**src/rtl/logic_axi4_lite_bus_write_arbiter.sv**
```systemverilog
// Round-robin arbiter for the shared AXI4-Lite write path (AW/W/B).
// One master owns the path from grant until its B handshake, or until the
// response watchdog gives up on a slave that never answers.
module logic_axi4_lite_bus_write_arbiter #(
  parameter int MASTERS       = 2,
  parameter int TIMEOUT       = 256,
  parameter int INDEX_WIDTH   = (MASTERS > 1) ? $clog2(MASTERS) : 1,
  parameter int COUNTER_WIDTH = (TIMEOUT > 1) ? $clog2(TIMEOUT + 1) : 1
) (
  input  logic                   aclk,
  input  logic                   areset,
  input  logic [MASTERS-1:0]     request,
  input  logic                   aw_handshake,
  input  logic                   w_handshake,
  input  logic                   b_handshake,
  output logic [MASTERS-1:0]     grant,
  output logic                   grant_valid,
  output logic [INDEX_WIDTH-1:0] grant_index,
  output logic                   timeout
);

  typedef enum logic [1:0] {
    ST_IDLE     = 2'd0,
    ST_ACTIVE   = 2'd1,
    ST_RESPONSE = 2'd2
  } state_t;

  // Last counter value before the watchdog fires; irrelevant when disabled.
  localparam logic [COUNTER_WIDTH-1:0] CNT_LAST   =
    COUNTER_WIDTH'((TIMEOUT > 0) ? (TIMEOUT - 1) : 0);
  localparam logic [INDEX_WIDTH-1:0]   LAST_INDEX = INDEX_WIDTH'(MASTERS - 1);

  state_t                   state_q;
  logic [MASTERS-1:0]       grant_q;
  logic                     grant_valid_q;
  logic [INDEX_WIDTH-1:0]   grant_index_q;
  logic                     timeout_q;
  logic [INDEX_WIDTH-1:0]   ptr_q;
  logic                     aw_done_q;
  logic                     w_done_q;
  logic [COUNTER_WIDTH-1:0] counter_q;

  logic                     pick_found_d;
  logic [INDEX_WIDTH-1:0]   pick_index_d;
  logic [MASTERS-1:0]       pick_onehot_d;
  logic [INDEX_WIDTH-1:0]   ptr_next_d;
  logic                     addr_data_done_d;
  logic                     wd_expire_d;

  // Circular search for the first requester at or above the priority pointer.
  always_comb begin
    int cand;
    cand         = 0;
    pick_found_d = 1'b0;
    pick_index_d = '0;
    for (int k = 0; k < MASTERS; k++) begin
      cand = (int'(ptr_q) + k) % MASTERS;
      if (!pick_found_d && request[INDEX_WIDTH'(cand)]) begin
        pick_found_d = 1'b1;
        pick_index_d = INDEX_WIDTH'(cand);
      end
    end
  end

  // One-hot decode of the selected master, registered as the grant.
  genvar gi;
  generate
    for (gi = 0; gi < MASTERS; gi++) begin : g_onehot
      assign pick_onehot_d[gi] = (pick_index_d == INDEX_WIDTH'(gi));
    end
  endgenerate

  // After a release the master just served drops to lowest priority.
  assign ptr_next_d = (grant_index_q == LAST_INDEX) ? '0
                                                   : grant_index_q + 1'b1;

  // Both address and data phases finished, counting a handshake seen this cycle.
  assign addr_data_done_d = (aw_done_q | aw_handshake) & (w_done_q | w_handshake);

  // Watchdog fires on the last allowed response cycle with no B handshake.
  assign wd_expire_d = (TIMEOUT > 0) && (counter_q == CNT_LAST) && !b_handshake;

  // Arbitration state machine with registered grant, index and timeout pulse.
  always_ff @(posedge aclk) begin
    if (areset) begin
      state_q       <= ST_IDLE;
      grant_q       <= '0;
      grant_valid_q <= 1'b0;
      grant_index_q <= '0;
      timeout_q     <= 1'b0;
      ptr_q         <= '0;
      aw_done_q     <= 1'b0;
      w_done_q      <= 1'b0;
      counter_q     <= '0;
    end else begin
      timeout_q <= 1'b0;
      case (state_q)
        ST_IDLE: begin
          // Handshake inputs have no meaning until someone is granted.
          if (pick_found_d) begin
            state_q       <= ST_ACTIVE;
            grant_q       <= pick_onehot_d;
            grant_valid_q <= 1'b1;
            grant_index_q <= pick_index_d;
            aw_done_q     <= 1'b0;
            w_done_q      <= 1'b0;
          end
        end

        ST_ACTIVE: begin
          // The grant is held even if request drops: valid cannot retract.
          if (addr_data_done_d) begin
            state_q   <= ST_RESPONSE;
            aw_done_q <= 1'b0;
            w_done_q  <= 1'b0;
            counter_q <= '0;
          end else begin
            if (aw_handshake) aw_done_q <= 1'b1;
            if (w_handshake)  w_done_q  <= 1'b1;
          end
        end

        ST_RESPONSE: begin
          if (b_handshake || wd_expire_d) begin
            state_q       <= ST_IDLE;
            grant_q       <= '0;
            grant_valid_q <= 1'b0;
            ptr_q         <= ptr_next_d;
            timeout_q     <= wd_expire_d;
          end else if (TIMEOUT > 0) begin
            counter_q <= counter_q + 1'b1;
          end
        end

        default: begin
          state_q       <= ST_IDLE;
          grant_q       <= '0;
          grant_valid_q <= 1'b0;
        end
      endcase
    end
  end

  assign grant       = grant_q;
  assign grant_valid = grant_valid_q;
  assign grant_index = grant_index_q;
  assign timeout     = timeout_q;

  // At most one master may drive the write path.
  a_grant_onehot0 : assert property (@(posedge aclk) disable iff (areset)
    $onehot0(grant_q));

  // grant_valid is exactly the OR of the grant vector.
  a_valid_matches : assert property (@(posedge aclk) disable iff (areset)
    grant_valid_q == (|grant_q));

  // The binary index names the granted master whenever a grant exists.
  a_index_matches : assert property (@(posedge aclk) disable iff (areset)
    grant_valid_q |-> grant_q[grant_index_q]);

  // A timeout pulse always coincides with the released grant.
  a_timeout_release : assert property (@(posedge aclk) disable iff (areset)
    timeout_q |-> !grant_valid_q);

  // A grant only exists outside IDLE.
  a_grant_state : assert property (@(posedge aclk) disable iff (areset)
    grant_valid_q == (state_q != ST_IDLE));

endmodule

```
**config.mk**
```make
export PLATFORM = sky130hd
export DESIGN_NAME = logic_axi4_lite_bus_write_arbiter
export DESIGN_NICKNAME = d
export VERILOG_FILES = /design/src/rtl/logic_axi4_lite_bus_write_arbiter.sv
export SDC_FILE = /design/constraint.sdc
export NUM_CORES = 1
export LEC_CHECK = 0
export CORE_MARGIN = 8
export CORE_UTILIZATION = 55
export DETAILED_ROUTE_END_ITERATION = 8
export PLACE_DENSITY = 0.8
export SYNTH_ARGS = -nofsm -noshare
export SYNTH_HDL_FRONTEND = slang
export SYNTH_SLANG_ARGS = --single-unit
```
**constraint.sdc**
```tcl
create_clock -name aclk -period 4.1 [get_ports aclk]
set_clock_uncertainty 0.1 [all_clocks]
set_input_delay 0.615 -clock aclk [delete_from_list [all_inputs] [get_ports aclk]]
set_output_delay 0.615 -clock aclk [all_outputs]
set_load 0.02 [all_outputs]
```
==> results.sh <==
export IMPL_crit_chain="ha_1 > nand2_1 > nor3_1 > ha_1 > or4b_4 > or4_1 > a21oi_1"
export IMPL_finalPower_mw=0.323
export IMPL_portBuffers=10
export IMPL_power_leakage_nw=0.315
export IMPL_fin_setup_tns_ps=0
export IMPL_cts_setup_buffers=0
export IMPL_wire_per_inst_um=13.6
export IMPL_dr_pass1_iters=4
export IMPL_cts_tree="done"
export IMPL_synth_cell_type_count=32
export IMPL_grt_overflow_total=0
export IMPL_hold_viol_final=0
export IMPL_yosys_top_cells_count="dfxtp_1 (19), a21oi_1 (15)"
export IMPL_die_x_um=56.0
export IMPL_hold_ws_ps=373
export IMPL_place_inst=123
export IMPL_worstPathArrival_ps=2470
export IMPL_gp_congestion=0.771
export IMPL_dp_slack_ps=1640
export IMPL_end_kind="register"
export IMPL_drv_slew=0
export IMPL_die_area_um2=3130
export IMPL_post_cts_resized=0
export IMPL_drive_gt1_share_pct=6.31
export IMPL_synth_most_common_cell="dfxtp_1"
export IMPL_cp_start_kind="register"
export IMPL_ctsHtreeMaxLevel=1
export IMPL_drt_wl_total_um=1730
export IMPL_fmax_mhz=428
export IMPL_grt_usage_pct=11.7
export IMPL_instances_no_fill=127
export IMPL_max_cap_violations=0
export IMPL_place_area_um2=972
export IMPL_slew_headroom_pct=60.3
export IMPL_fin_ws_ps=1760
export IMPL_synth_flop_cell="dfxtp_1"
export IMPL_async_reset_ff_share_pct=0
export IMPL_synth_seq_cells=19
export IMPL_vias=771
export IMPL_yosys_area_top_type="dfxtp_1"
export IMPL_r2r_start="counter_q[0]"
export IMPL_synthSimpleGateAreaFrac_pct=26.5
export IMPL_grt_pass1_wl_um=3080
export IMPL_postSynthAreaPerCell_um2=8.61
export IMPL_dp_hpwl_um=1270
export IMPL_start_util_pct=58.3
export IMPL_startpoint="counter_q[0]"
export IMPL_yosysTopAreaCellShare_pct=43.3
export IMPL_synth_area_leaders="dfxtp_1 (43%), a21oi_1 (8.5%), o31ai_1 (3.4%), ha_1 (2.8%), nand2b_1 (2.8%)"
export IMPL_fillerInstances=125
export IMPL_slowest_delay_ps=600
export IMPL_synth_compound_area_share_pct=20.4
export IMPL_cts_root_buf="clkbuf_4"
export IMPL_vdd_drop_max_uv=202
export IMPL_synth_seq_area_share_pct=43.3
export IMPL_rows=14
export IMPL_n_antenna_cell=0
export IMPL_syn_instance_count=102
export IMPL_yosysWarnings=0
export IMPL_die_h_um=56.0
export IMPL_path_buf_inv=0
export IMPL_postCtsHoldBufs=0
export IMPL_grt_start_max_net_pins=15
export IMPL_critPathTopFamily="simple AND/OR/NAND/NOR gates"
export IMPL_cts_buffers=3
export IMPL_finalInstanceArea_um2=998
export IMPL_viasPerCell=6.07
export IMPL_hold_class="register to register"
export IMPL_fin_util_pct=66.3
export IMPL_synthToLayoutAreaGrowth_pct=13.7
export IMPL_syn_num_nets=111
export IMPL_synth_edf_count=0
export IMPL_worst_r2r_setup_slack_ps=1760
export IMPL_outcome="finished, final reports clean"
export IMPL_synthMuxAreaShare_pct=2.28
export IMPL_crit_fanout=10
export IMPL_finalWorstPathRequiredPeriod_ps=2340
export IMPL_synth_xor_area_share_pct=0
export IMPL_clkLatencyLatePin_ps=300
export IMPL_antenna_found_initial=0
export IMPL_worstSetupPathType="register to register"
export IMPL_clk_pin_slew_worst_paths_ps=100
export IMPL_antenna_left=0
export IMPL_p_per_area_nw_per_um2=324
export IMPL_rsz0062_at_grt="false"
export IMPL_synth_adder_area_share_pct=2.85
export IMPL_cts_sinks=19
export IMPL_required_ps=4240
export IMPL_synth_top_family_by_area="simple AND/OR/NAND/NOR gates"
export IMPL_drtIter0Drc=10
export IMPL_syn_cell_area_um2=878
export IMPL_fin_crit_sh_pct=57.0
export IMPL_cp_slowest_cell="or4b_4"
export IMPL_core_area_um2=1510
export IMPL_grt_pass1_vias=764
export IMPL_worst_slew_pin_slew_ps=591
export IMPL_num_io_pins=12
export IMPL_drcViolationCount=0
export IMPL_crit_top_cell="ha_1"
export IMPL_finalNetCount=121
export IMPL_clk_path_buf_depth=2
export IMPL_worstHoldStart="grant_index"
export IMPL_setup_viol=0
[worst paths after layout]
path,end,depth (start not counted)
worst max-delay path,counter_q[5],7
worst min-delay path,grant_index,2
worst max register to register,counter_q[5],7
worst min register to register,grant_index,2
[worst reg2reg max path, cell delays in order, from the launching register on]
cell and delay, ps:
dfxtp_1 370, ha_1 220, nand2_1 60, nor3_1 40
ha_1 240, or4b_4 600, or4_1 490, a21oi_1 150
[power breakdown]
group          switching [mW]  internal [mW]
Clock                  0.0577         0.0380
Sequential            0.00540          0.189
Combinational          0.0176         0.0156
Total                  0.0807          0.243
[cell usage in the layout (no fill, tap or decap)]
cell type / synthesis / final
o211ai_1: 2 / 2
nand4_1: 1 / 1
or2_2: 1 / 1
nand3_1: 3 / 3
nor4_1: 1 / 1
nor3b_1: 2 / 2
clkbuf_1: 4 / 1
or3b_1: 1 / 1
or3b_2: 1 / 1
ha_1: 2 / 2
dfxtp_1: 19 / 19
o21a_1: 1 / 1
o31ai_1: 4 / 4
o22ai_1: 1 / 1
or4_1: 3 / 3
a31oi_1: 1 / 1
nand4b_1: 1 / 1
or3_1: 3 / 3
or4b_4: 1 / 1
nand2b_1: 4 / 4
nor2_1: 5 / 5
inv_1: 4 / 4
nand2_1: 5 / 5
nor4b_1: 1 / 1
o21ai_1: 1 / 1
a31o_2: 1 / 1
clkdlybuf4s50_1: 0 / 10
a21oi_1: 15 / 15
nor3_1: 5 / 5
nor2b_1: 1 / 1
mux2i_1: 2 / 2
clkbuf_4: 0 / 3
o21ai_0: 5 / 5
[sequential cells by signal, indices dropped and copies added (netlist names)]
register and count:
aw_done_q 1, grant_valid 1, grant_index 1, counter_q 9, grant 2, state_q 2
ptr_q 1, timeout 1, w_done_q 1
[area by class of cell]
type | instances | area [um^2] | share of cell area (%)
clock buffers | 4 | 26.3 | 2.63
inverters | 4 | 15.0 | 1.50
multi-input cells | 74 | 457 | 45.7
flip-flops and latches | 19 | 380 | 38.1
well taps | 16 | 20.0 | 2.01
repair buffers | 10 | 100 | 10.0
[cells by family (layout without fill, tap and decap cells)]
logic type / after synthesis / count (layout)
mux: 2 / 2
flops: 19 / 19
fa+ha+maj: 2 / 2
simple gates: 39 / 39
buf+inv: 9 / 18
compound gates: 31 / 31
[per-layer routing]
| layer | up-vias | GRT usage (%) | share of wire [%] |
|---|---|---|---|
| li1 | 398 | - | - |
| met3 | 5 | 4.57 | 3.7 |
| met4 | 0 | 6.19 | 2.1 |
| met2 | 9 | 19.5 | 47 |
| met1 | 359 | 12.2 | 47 |
| met5 | - | 0 | 0 |
Power figures use the tool's default switching activity.
